===== src/rtl/sc_lane_sched_pkg.sv =====
// Shared definitions for the lane load scheduler: FSM state encodings
// and the round-robin pointer width helper.
package sc_lane_sched_pkg;

    typedef enum logic [1:0] {
        IDLE  = 2'b00,
        GRANT = 2'b01,
        LOAD  = 2'b10,
        ACK   = 2'b11
    } sc_sched_state_t;

    // Pointer width for a given lane count; never narrower than one bit.
    function automatic int sc_ptr_width(input int num_lanes);
        return (num_lanes > 1) ? $clog2(num_lanes) : 1;
    endfunction

    localparam int SC_LANE_SCHED_NUM_LANES = 4;
    localparam int SC_LANE_SCHED_PTR_W     = sc_ptr_width(SC_LANE_SCHED_NUM_LANES);

endpackage


===== src/rtl/sc_rr_arbiter.sv =====
// Combinational round-robin arbiter: picks the first requesting lane after
// the pointer (pointer+1, pointer+2, ... modulo the lane count).
module sc_rr_arbiter
    import sc_lane_sched_pkg::*;
#(
    parameter int NUM_LANES = 4,
    parameter int PTR_W     = sc_ptr_width(NUM_LANES)
) (
    input  logic [NUM_LANES-1:0] req,
    input  logic [PTR_W-1:0]     pointer,
    input  logic                 enable,
    output logic                 valid,
    output logic [PTR_W-1:0]     sel_idx,
    output logic [NUM_LANES-1:0] sel_onehot
);

    logic [PTR_W-1:0] cand_idx;

    // Scan lanes starting just after the last served one; first hit wins.
    always_comb begin
        valid      = 1'b0;
        sel_idx    = '0;
        sel_onehot = '0;
        cand_idx   = '0;
        for (int i = 1; i <= NUM_LANES; i++) begin
            cand_idx = PTR_W'((int'(pointer) + i) % NUM_LANES);
            if (enable && !valid && req[cand_idx]) begin
                valid                = 1'b1;
                sel_idx              = cand_idx;
                sel_onehot[cand_idx] = 1'b1;
            end
        end
    end

endmodule


===== src/rtl/sc_lane_load_scheduler.sv =====
// Shares one parallel-load path among the lane level FSMs. A lane is granted
// round-robin, its pattern is captured once, the load strobe is held for
// LOAD_CYCLES clocks and a one-cycle LOADED pulse is returned to that lane.
module sc_lane_load_scheduler
    import sc_lane_sched_pkg::*;
#(
    parameter int DATAWIDTH_BUS = 8,
    parameter int NUM_LANES     = 4,
    parameter int LOAD_CYCLES   = 8
) (
    input  logic                               SC_STATEMACHINE_NVE_CLOCK_50,
    input  logic                               SC_STATEMACHINE_NVE_RESET,
    input  logic                               SC_LANE_SCHED_ENABLE_IN,
    input  logic [NUM_LANES-1:0]               SC_LANE_SCHED_REQ_IN,
    input  logic [NUM_LANES*DATAWIDTH_BUS-1:0] SC_LANE_SCHED_PATTERN_IN,
    output logic [NUM_LANES-1:0]               SC_LANE_SCHED_GRANT_OUT,
    output logic [DATAWIDTH_BUS-1:0]           SC_LANE_SCHED_DATA_OUT,
    output logic                               SC_LANE_SCHED_LOAD_OUT,
    output logic [NUM_LANES-1:0]               SC_LANE_SCHED_LOADED_OUT,
    output logic                               SC_LANE_SCHED_BUSY_OUT
);

    localparam int                PTR_W     = sc_ptr_width(NUM_LANES);
    localparam int                CNT_W     = $clog2(LOAD_CYCLES + 1);
    localparam logic [CNT_W-1:0]  CNT_LAST  = CNT_W'(LOAD_CYCLES - 1);
    localparam logic [PTR_W-1:0]  PTR_RESET = PTR_W'(NUM_LANES - 1);

    sc_sched_state_t            state, state_next;
    logic [CNT_W-1:0]           counter, counter_next;
    logic [PTR_W-1:0]           pointer, pointer_next;
    logic [PTR_W-1:0]           grant_idx, grant_idx_next;
    logic [NUM_LANES-1:0]       grant_q, grant_next;
    logic [DATAWIDTH_BUS-1:0]   data_q, data_next;
    logic                       load_q, load_next;
    logic [NUM_LANES-1:0]       loaded_q, loaded_next;
    logic                       busy_q, busy_next;

    logic                       arb_valid;
    logic [PTR_W-1:0]           arb_idx;
    logic [NUM_LANES-1:0]       arb_onehot;
    logic [DATAWIDTH_BUS-1:0]   pattern_arr [NUM_LANES];
    logic                       granted_req;

    for (genvar g = 0; g < NUM_LANES; g++) begin : g_pattern
        assign pattern_arr[g] = SC_LANE_SCHED_PATTERN_IN[g*DATAWIDTH_BUS +: DATAWIDTH_BUS];
    end

    assign granted_req = SC_LANE_SCHED_REQ_IN[grant_idx];

    sc_rr_arbiter #(
        .NUM_LANES (NUM_LANES),
        .PTR_W     (PTR_W)
    ) u_arbiter (
        .req        (SC_LANE_SCHED_REQ_IN),
        .pointer    (pointer),
        .enable     (SC_LANE_SCHED_ENABLE_IN),
        .valid      (arb_valid),
        .sel_idx    (arb_idx),
        .sel_onehot (arb_onehot)
    );

    // Next-state and next-output decode; the granted lane dropping its request aborts the service.
    always_comb begin
        state_next     = state;
        counter_next   = counter;
        pointer_next   = pointer;
        grant_idx_next = grant_idx;
        grant_next     = grant_q;
        data_next      = data_q;
        load_next      = load_q;
        loaded_next    = '0;
        case (state)
            IDLE: begin
                load_next = 1'b0;
                if (arb_valid) begin
                    grant_next     = arb_onehot;
                    grant_idx_next = arb_idx;
                    state_next     = GRANT;
                end
            end
            GRANT: begin
                if (!granted_req) begin
                    state_next   = IDLE;
                    grant_next   = '0;
                    load_next    = 1'b0;
                    counter_next = '0;
                end else begin
                    data_next    = pattern_arr[grant_idx];
                    counter_next = '0;
                    load_next    = 1'b1;
                    state_next   = LOAD;
                end
            end
            LOAD: begin
                if (!granted_req) begin
                    state_next   = IDLE;
                    grant_next   = '0;
                    load_next    = 1'b0;
                    counter_next = '0;
                end else if (counter == CNT_LAST) begin
                    state_next   = ACK;
                    load_next    = 1'b0;
                    loaded_next  = grant_q;
                    pointer_next = grant_idx;
                end else begin
                    counter_next = counter + 1'b1;
                end
            end
            ACK: begin
                state_next = IDLE;
                grant_next = '0;
                load_next  = 1'b0;
            end
            default: begin
                state_next     = IDLE;
                counter_next   = '0;
                pointer_next   = PTR_RESET;
                grant_idx_next = '0;
                grant_next     = '0;
                data_next      = '0;
                load_next      = 1'b0;
            end
        endcase
        busy_next = (state_next != IDLE);
    end

    // State, counter, pointer and all output registers; reset returns everything to idle at once.
    always_ff @(posedge SC_STATEMACHINE_NVE_CLOCK_50 or posedge SC_STATEMACHINE_NVE_RESET) begin
        if (SC_STATEMACHINE_NVE_RESET) begin
            state     <= IDLE;
            counter   <= '0;
            pointer   <= PTR_RESET;
            grant_idx <= '0;
            grant_q   <= '0;
            data_q    <= '0;
            load_q    <= 1'b0;
            loaded_q  <= '0;
            busy_q    <= 1'b0;
        end else begin
            state     <= state_next;
            counter   <= counter_next;
            pointer   <= pointer_next;
            grant_idx <= grant_idx_next;
            grant_q   <= grant_next;
            data_q    <= data_next;
            load_q    <= load_next;
            loaded_q  <= loaded_next;
            busy_q    <= busy_next;
        end
    end

    assign SC_LANE_SCHED_GRANT_OUT  = grant_q;
    assign SC_LANE_SCHED_DATA_OUT   = data_q;
    assign SC_LANE_SCHED_LOAD_OUT   = load_q;
    assign SC_LANE_SCHED_LOADED_OUT = loaded_q;
    assign SC_LANE_SCHED_BUSY_OUT   = busy_q;

endmodule


===== config.mk =====
export PLATFORM = sky130hd
export DESIGN_NAME = sc_lane_load_scheduler
export DESIGN_NICKNAME = d
export VERILOG_FILES = /design/src/rtl/sc_lane_sched_pkg.sv /design/src/rtl/sc_rr_arbiter.sv /design/src/rtl/sc_lane_load_scheduler.sv
export SDC_FILE = /design/constraint.sdc
export NUM_CORES = 1
export LEC_CHECK = 0
export BUFFER_PORTS_ARGS = -buffer_cell sky130_fd_sc_hd__buf_4
export CORE_MARGIN = 3
export CORE_UTILIZATION = 45
export DETAILED_ROUTE_END_ITERATION = 10
export GPL_TIMING_DRIVEN = 0
export PLACE_DENSITY = 0.82
export SLEW_MARGIN = 20
export SYNTH_ARGS = -nofsm -noshare
export SYNTH_HDL_FRONTEND = slang
export SYNTH_HIERARCHICAL = 1
export SYNTH_SLANG_ARGS = --single-unit

===== constraint.sdc =====
create_clock -name SC_STATEMACHINE_NVE_CLOCK_50 -period 3.3 [get_ports SC_STATEMACHINE_NVE_CLOCK_50]
set_input_delay 0.33 -clock SC_STATEMACHINE_NVE_CLOCK_50 [delete_from_list [all_inputs] [get_ports SC_STATEMACHINE_NVE_CLOCK_50]]
set_output_delay 0.33 -clock SC_STATEMACHINE_NVE_CLOCK_50 [all_outputs]
set_load 0.005 [all_outputs]

# Word-level counts from Yosys, hierarchy flattened
# Cells that the tools add are included.
# word_totals
ff_bits	28
in_bits	39
out_inout_bits	18
wordCells	111
# op_classes
addsub	5
n_lt_le_gt_ge	10
n_eq_ne	8
n_mux	51
n_bitwise	4
reduce_logical	24
# ops
cell	n
2-to-1 mux 4 bit	11
binary-select mux 8 bit (select 2 bit)	1
2-to-1 mux 1 bit	16
2-to-1 mux 2 bit	8
2-to-1 mux 8 bit	2
< comparator 2 x 3 -> 1 bit, second input constant	5
OR 4 bit	3
case mux 4 bit (3 select lines)	1
logical AND 1 bit	11
binary-select mux 1 bit (select 2 bit)	5
demux 1 bit (select 2 bit)	4
>= comparator 2 x 1 -> 1 bit, second input constant	4
case mux 2 bit (4 select lines)	1
case mux 4 bit (2 select lines)	1
AND reduction 2 bit	4
!= test 3 bit, second input constant	2
adder 2 x 1 -> 2 bit, second input constant	2
adder 2 bit, second input constant	2
adder 4 x 1 -> 4 bit, second input constant	1
equality test 2 bit, second input constant	2
equality test 4 x 3 -> 1 bit, second input constant	1
!= test 2 bit, second input constant	2
nonzero test 2 bit	2
OR reduction 2 bit	2
other kinds (7)	9

# Depth between registers and ports, before layout
# Gate-level depths: netlist (run 1).
# depth
word_depth	20
mapped_depth	11
depth_no_buf	10

# Cells and area by module
# The synthesis (run 1) kept the hierarchy.
# modules_own_cells
module	n_inst	cells_per_inst	area_per_inst_um2	seq_area_each_um2
sc_lane_load_scheduler	1	103	1415.1	703.2
sc_rr_arbiter	1	66	553.0	0.0

# Least setup slack after synthesis (run 1)
# Ideal clock, no wire load.
# synth_timing
kind	reg-to-reg
from	register pointer[1]
to	register busy_q, in the netlist SC_LANE_SCHED_BUSY_OUT
setup_time_ns	0.124
t_arrival_ns	2.475
required_ns	3.176
path_slack_ns	0.701
path_stages_with_launch	11
path_buffers	1
period_less_slack_ns	2.599
cell_sequence	dfstp_2 clkbuf_1 inv_1 ha_1 mux4_2 inv_1 nand2_1 nand3_1 nor2b_1 a22o_1 or2_1
# synth_via
elab_chain_cells	20
word_cells_on_any_way	29
cone_classes	add/sub: 4; mux: 14; reduce/logical: 11
# synth_rtl
item	line_no	source
from (decl)	sc_lane_load_scheduler.sv:30	logic [PTR_W-1:0] pointer, pointer_next;
from (signal assigned)	sc_lane_load_scheduler.sv:142	pointer <= pointer_next;
adder 2 x 1 -> 2 bit	sc_rr_arbiter.sv:26	cand_idx = PTR_W'((int'(pointer) + i) % NUM_LANES);
binary-select mux 1 bit (select 2 bit)	sc_rr_arbiter.sv:27	if (enable && !valid && req[cand_idx]) begin
2-to-1 mux 1 bit (not written as such)	sc_rr_arbiter.sv:27	
logical AND 1 bit	sc_rr_arbiter.sv:27	
2-to-1 mux 1 bit	sc_rr_arbiter.sv:27	
logical NOT 1 bit	sc_rr_arbiter.sv:27	
logical AND 1 bit (2 in a row)	sc_rr_arbiter.sv:27	
2-to-1 mux 1 bit	sc_rr_arbiter.sv:27	
[... 5 more ...]	--	
logical AND 1 bit (2 in a row)	sc_rr_arbiter.sv:27	
2-to-1 mux 1 bit *	sc_rr_arbiter.sv:27	
net arb_valid	sc_lane_load_scheduler.sv:38	logic arb_valid;
2-to-1 mux 2 bit *	sc_lane_load_scheduler.sv:75	if (arb_valid) begin
case mux 2 bit (4 select lines) *	sc_lane_load_scheduler.sv:72	case (state)
net state_next[1]	sc_lane_load_scheduler.sv:28	sc_sched_state_t state, state_next;
nonzero test 2 bit *	sc_lane_load_scheduler.sv:124	busy_next = (state_next != IDLE);
net busy_next	sc_lane_load_scheduler.sv:36	logic busy_q, busy_next;
to (signal assigned)	sc_lane_load_scheduler.sv:148	busy_q <= busy_next;
to (decl)	sc_lane_load_scheduler.sv:36	
# The timed path passes the listed nets; every way through them passes the cells marked *. The select of a mux whose other input is x is not followed.
# A chain may end at the register's enable or synchronous reset.

# Worst setup path after layout (run 1)
# layout_timing
from	register pointer[0]
to	register busy_q, in the netlist SC_LANE_SCHED_BUSY_OUT
# The elaborated chain is that of the path after synthesis.

==> run metrics, run 1 <==
Die H=between 70 and 80 um; DR pass1 iterations=6; Async SR Flop Fraction=100%; cts repair resizes=0; ANT cells=0; crit path kind=reg -> reg; Hold Path Class=in -> async; Die X=72.1 um; 1st-iter DRT viols=between 60 and 70; Post CTS Setup Buffer Count=0; vias post-DR=1,605; crit-path most repeated cell=inv_1; routed len/inst=about 16 um; top cells by area, synth=dfrtp_1 33%, mux4_2 11%, mux2_2 8.0%; Seq/Total Area, Yosys=35.7%; pwr dens=610 nW/um^2; Final Util=61.2%; maximum root-to-sink buffer count=2; nets=280; number of flops mapped to enable cells by yosys=0; Pwr Total=1.54 mW; Yosys reg bits=28; post-DP HPWL=~3400 um; first-pass GRT wire length=roughly 7500 um; area leader, netlist=dfrtp_1; H-tree Lvls=1; Post-synth top flop=dfrtp_1; Final Cycle Share=between 80% and 90%; setup TNS=0 ns; largest net degree at the start of global routing=29; Distinct cells, synth=47; Leak=1.17 nW; number of I/O port buffers=56; routed wire length=~4400 um; max-cap violations=0; Setup WS post-layout=0.433 ns; DR DRC count=0; global route overflow=0; CTS Buf Count=3; worst-path fanout max=10; Initial Util=47.8%; top-count cell post-synth=dfrtp_1; Post-Syn Area=1970 sq um; layout cells sized above 1=a little under half; # IOs=57; Max VDD drop=around 0.43 mV; Sinks on Clock Net=28; Fin. Hold Viols=0; worst-skew pair later-pin latency=roughly 0.28 ns; Worst-Margin Slew=roughly 1 ns; Site Rows=23; Max Clock Freq=349 MHz; P&R area growth vs syn=28.0%; status=finished, final reports clean; Syn Area/Cell=between 10 and 15 sq um; Ys Warns=6; final-report setup violation count=0; initial antenna violation count=0; Mapped Cells=169; GP Congestion=around 0.85; relative slew slack=34.3%; Commonest cells post-synth=26 x dfrtp_1, 14 x mux2_2, 12 x ha_1, 10 x inv_1, 10 x mux4_2; Core ar.=4120 sq um; clk slew on worst S/H paths=0.10 ns; Filler Cell Count=roughly 340; TritonCTS clock tree=yes; slowest stage delay, CP=0.66 ns; skew final=approximately 0.0057 ns; Post-Place Setup Slack=0.306 ns; RSZ-0062 raised after global routing=no; overall routing resource usage=17.8%; post-DR vias/cell=5.77; Setup crit end kind=register; Critical-path top delay cell=dfstp_2; die area=5200 sq um; crit path cell chain=buf_6, inv_1, ha_1, mux4_2, inv_1, nand2_1, nand3_1, nor2b_1, a21oi_1, o2bb2a_4, or2_1; Worst Setup Start Kind=register; vias in the first global route=around 1,600; min Tclk post-route=2.87 ns; Slew Limit Fails=0; worst hold margin=0.157 ns; Mapped Nets=220; Post-CTS Hold Buffers=0; Clock Root Buffer=clkbuf_8; top-area cell type share of the netlist area=between 30% and 40%; CP required=3.46 ns; Routed Antenna Nets=0; CP arrival=3.03 ns
## flip-flops by register name, summed over array words and instances, names as in the netlist
register	count
SC_LANE_SCHED_DATA_OUT	8
SC_LANE_SCHED_LOADED_OUT	4
pointer	2
SC_LANE_SCHED_BUSY_OUT	1
SC_LANE_SCHED_LOAD_OUT	1
SC_LANE_SCHED_GRANT_OUT	4
grant_idx	2
state	2
counter	4
## placed cells by master (no fill, tap or decap), types with 2 or more instances in the layout
cell type  count
o21ai_0        7
dfstp_2        2
a221o_1        4
mux2_2        14
mux2i_1        2
ha_1          12
mux4_2        10
or3_1          2
a22o_1         8
nand3_1        4
dfrtp_1       26
nor2b_1        2
buf_6          2
and3_1         9
a21oi_1        7
buf_4         57
clkbuf_8       3
a31o_1         4
a211oi_2       2
inv_1          9
nand2_1        8
nor2_1         6
## where the power goes
| group | switching [mW] | internal, mW | leakage (nW) |
|---|---|---|---|
| Clock | 0.108 | 0.162 | 0.0357 |
| Combinational | 0.340 | 0.419 | 0.779 |
| Sequential | 0.0631 | 0.444 | 0.358 |
## area by class of cell
| cell class | instances | area, sq um | share of cell area (%) |
|---|---|---|---|
| Timing Repair Buffer | 56 | 420 | 16.7 |
| Multi-Input combinational cell | 125 | 1180 | 47.0 |
| Tap cell | 50 | 62.6 | 2.48 |
| Sequential cell | 28 | 703 | 27.9 |
| Clock buffer | 3 | 41.3 | 1.64 |
| Inverter | 10 | 37.5 | 1.49 |
| Buffer | 5 | 38.8 | 1.54 |
| Clock inverter | 1 | 30.0 | 1.19 |
## critical path, delay by kind of cell (launching register included)
kind / cells / cell delay [ns]
multiplexers: 1 / 0.31
flip-flops: 1 / 0.66
buffers and inverters: 3 / 0.43
adder cells (fa/ha/maj): 1 / 0.37
AO/OA/AOI/OAI: 2 / 0.29
AND/OR/NAND/NOR: 4 / 0.68
## path summary, 6_finish.rpt
kind	startpoint	end	slack, ns	depth (start not counted)
min	SC_STATEMACHINE_NVE_RESET	SC_LANE_SCHED_DATA_OUT[0]	0.16	2
max reg2reg	pointer[0]	SC_LANE_SCHED_BUSY_OUT	0.43	11
max in group asynchronous	SC_STATEMACHINE_NVE_RESET	SC_LANE_SCHED_GRANT_OUT[1]	2.70	2
min in group SC_STATEMACHINE_NVE_CLOCK_50	SC_LANE_SCHED_PATTERN_IN[23]	SC_LANE_SCHED_DATA_OUT[7]	0.49	3
min reg2reg	SC_LANE_SCHED_LOAD_OUT	SC_LANE_SCHED_LOAD_OUT	0.50	2
max	pointer[0]	SC_LANE_SCHED_BUSY_OUT	0.43	11
## kinds of logic (layout without fill, tap and decap cells)
group           after synthesis  count (layout)  share of synthesized area (%)
simple gates                 41              41                           11.9
compound gates               43              43                           18.2
flops                        28              28                           35.7
mux                          29              29                           22.5
buf+inv                      16              75                           4.07
fa+ha+maj                    12              12                           7.63
## per-layer routing
| metal | vias to the layer above | track usage, % | part of all wire [%] | wire [um] |
|---|---|---|---|---|
| met1 | 782 | 23.3 | 43 | 1920 |
| met3 | 4 | 3.60 | 5.1 | 228 |
| met2 | 51 | 29.7 | 51 | 2250 |
| met5 | - | 0 | 0 | 0 |
| li1 | 768 | - | - | - |
| met4 | 0 | 5.64 | 1.1 | 48 |
## metrics by stage
step           instance area [sq um]  cells
2_1_floorplan                   1970    169
4_1_cts                         2520    279
5_1_grt                         2520    278
6_report                        2520    278
3_3_place_gp                    2450    275
3_5_place_dp                    2450    275
Note: power is estimated with default switching activity, not from simulation.
==> run 2: changes to the inputs <==
- CTS_BUF_LIST: unset -> sky130_fd_sc_hd__clkbuf_8
- PLACE_DENSITY: 0.82 -> 0.81
- SYNTH_HIERARCHICAL: 1 -> unset
==> run 2 against run 1 <==
Compared with the run above: final cell count up 7.9%; cell area grew 3.2%; global-route usage is 0.30 points higher; clock-buffer cell count is the same.
==> run metrics, run 2 <==
worst r2r src=pointer[0]; worst-path fanout max=8 (-2); max reg flops=8 (unchanged); RSZ-0062 raised after global routing=no; overall routing resource usage=18.1% (+0.30 points); Slew Limit Fails=0 (unchanged); ANT cells=0 (unchanged); layout cells sized above 1=38.0% (-7.2 points); Multi-input gate area=1240 sq um (+4.6%); Setup crit end kind=register; DR pass1 iterations=4 (-2); Site Rows=23 (unchanged); combinational share of power=49.2% (-0.2 points); CTS Buf Count=3 (unchanged); P&R area growth vs syn=26.6%; Critical-path top delay cell=a211oi_1; post-DP HPWL=3790 um (+10%); FF-to-FF path depth=9 (-2); Commonest cells post-synth=26 x dfrtp_1, 17 x nand2_1, 13 x ha_1, 12 x mux2_2, 12 x o21ai_0; die area=5410 sq um (+3.9%); Sinks on Clock Net=28 (unchanged); vias in the first global route=1,769 (+7.5%); Die X=73.5 um (+1.9%); Hold Path Class=in -> async; H-tree Lvls=1 (unchanged); CP required=3.50 ns (+0.04 ns); number of flops mapped to enable cells by yosys=0 (unchanged); # IOs=57 (unchanged); Final Util=61.9% (+0.65 points); Reg area=703 sq um (unchanged); top cells by area, synth=dfrtp_1 32%, mux4_2 9.9%, ha_1 7.9%; Post-CTS Hold Buffers=0 (unchanged); GP Congestion=0.897 (+4.9%); switching share of power=34.4% (+1.1 points); Syn Area/Cell=10.7 sq um (-7.7%); crit path kind=reg -> reg; DR DRC count=0 (unchanged); Max Clock Freq=337 MHz (-3.3%); routed len/inst=16.8 um (+4.9%); relative slew slack=35.1% (+0.72 points); initial antenna violation count=0 (unchanged); clk slew on worst S/H paths=0.09 ns (about the same); Ys Warns=0 (-6); Post-synth top flop=dfrtp_1; Core ar.=4200 sq um (+2.1%); 1st-iter DRT viols=118 (+84%); R2R Setup Slk=0.33 ns (-0.10 ns); Bufs and invs on worst path=3 (unchanged); nets=303 (+8.2%); max-cap violations=0 (unchanged); setup TNS=0 ns (unchanged); Worst Setup Start Kind=register; reg2reg end=SC_LANE_SCHED_GRANT_OUT[1]; Post-Place Cells=296 (+7.6%); Crit path depth=9 (-2); maximum root-to-sink buffer count=2 (unchanged); slowest stage delay, CP=0.65 ns (about the same); number of I/O port buffers=55 (-1.8%); post-DR vias/cell=5.89 (+2.1%); skew final=0.00420 ns (-0.00147 ns); vias post-DR=1,768 (+10%); routed wire length=5030 um (+13%); Distinct cells, synth=48 (+2.1%); Filler Cell Count=349 (+4.2%); Async SR Flop Fraction=100% (unchanged); Die H=73.5 um (+1.9%); Leak=1.19 nW (+1.8%); Mapped Nets=243 (+10%); global route overflow=0 (unchanged); largest net degree at the start of global routing=29 (unchanged); status=finished, final reports clean; cts repair resizes=0 (unchanged); Reg power frac=34.1% (+1.1 points); Clk pwr share=16.8% (-0.8 points); Routed Antenna Nets=0 (unchanged); top-area cell type share of the netlist area=31.7% (-1.4 points); area leader, netlist=dfrtp_1; Top delay family on crit path=compound AO/OA/AOI/OAI gates; Final Cycle Share=89.9% (+3.0 points); Mapped Cells=191 (+13%); CP arrival=3.16 ns (+0.13 ns); top-count cell post-synth=dfrtp_1; commonest non-fill, non-tap cell in the layout=buf_4; TritonCTS clock tree=yes; most frequent cells in the layout=55 x buf_4, 26 x dfrtp_1, 17 x nand2_1; final-report setup violation count=0 (unchanged); Initial Util=48.8% (+1.0 points); Post-Layout Cell Count=300 (+7.9%); min Tclk post-route=2.97 ns (+0.0991 ns); internal power=1.04 mW (+1.4%); Fin. Hold Viols=0 (unchanged); Clock Root Buffer=clkbuf_8; crit path cell chain=buf_2, inv_1, ha_1, buf_6, mux2_2, o2111ai_1, a211oi_1, o211ai_1, a31oi_1; Yosys reg bits=28 (unchanged); Post CTS Setup Buffer Count=0 (unchanged); first-pass GRT wire length=7900 um (+5.5%); Post-Syn Area=2050 sq um (+4.3%); NetSw=545 uW (+6.4%); Worst-Margin Slew=0.968 ns (-0.0108 ns); worst-skew pair later-pin latency=0.27 ns (about the same); Max VDD drop=0.595 mV (+37%); pwr dens=610 nW/um^2 (-0.11%); Seq/Total Area, Yosys=34.3% (-1.5 points)
run 2: cell types whose count changed after synthesis, sizes merged, moves of 4 or more:
| cell | before | now |
|---|---|---|
| nand2 | 10 | 17 |
| a221o | 4 | 0 |
| a31o | 5 | 1 |
| a22o | 8 | 0 |
| mux2 | 16 | 12 |
| and3 | 9 | 0 |
| a21oi | 7 | 11 |
| and2 | 2 | 6 |
| o21ai | 7 | 12 |
run 2: worst max path at each step:
stage | from | to | slack, ns
CTS | pointer[0] | SC_LANE_SCHED_GRANT_OUT[1] | 0.37
detailed placement | pointer[0] | SC_LANE_SCHED_GRANT_OUT[1] | 0.40
global placement | pointer[0] | grant_idx[0] | 0.43
global route | pointer[0] | grant_idx[1] | 0.15
finish | pointer[0] | SC_LANE_SCHED_GRANT_OUT[1] | 0.33
floorplan | pointer[0] | grant_idx[0] | 0.71
run 2: kinds of logic (layout without fill, tap and decap cells):
family / after synthesis / count (layout) / share of synthesized area, %
fa+ha+maj: 13 / 13 / 7.93
buf+inv: 20 / 79 / 5.31
mux: 26 / 26 / 21.3
flops: 28 / 28 / 34.3
simple gates: 53 / 53 / 14.6
compound gates: 51 / 51 / 16.6
run 2: worst register-to-register path, delay by kind of cell (launching register included):
kind,cells,cell delay [ns]
buffers and inverters,3,0.52
adders and majority gates,1,0.35
muxes,1,0.26
AOI/OAI and AO/OA,4,1.18
DFF,1,0.58
run 2: layout make-up:
type                            count  share of cell area [%]
Clock inverter                      1                    1.16
Buffer                             10                    2.74
Inverter                           10                    1.44
Timing Repair Buffer               55                    15.9
Tap cell                           50                    2.41
Clock buffer                        3                    1.59
Multi-Input combinational cell    143                    47.7
Sequential cell                    28                    27.1
run 2: power groups by stage:
stage               clock, mW  combinational, mW  sequential, mW
finish                  0.266              0.779           0.540
global route            0.278              0.855           0.553
CTS                     0.268              0.785           0.540
detailed placement          0              0.778           0.544
global placement            0              0.749           0.537
floorplan                   0              0.491           0.535
run 2: through the flow:
step / cell area, sq um / hold WS (ns) / power, mW / setup WS, ns
6_report: 2600 / 0.153 / 1.58 / 0.334
5_1_grt: 2600 / 0.212 / 1.69 / 0.146
4_1_cts: 2600 / 0.350 / 1.59 / 0.375
3_5_place_dp: 2530 / 0.495 / 1.32 / 0.396
3_3_place_gp: 2530 / 0.490 / 1.29 / 0.433
2_1_floorplan: 2050 / 0.394 / 1.03 / 0.712
run 2: layer usage:
layer / global-route usage (%) / vias to the layer above / share of wire, %
met5: 0 / - / 0
met3: 3.01 / 4 / 6.2
met1: 24.0 / 852 / 41
li1: - / 844 / -
met2: 32.0 / 68 / 52
met4: 2.21 / 0 / 0.56
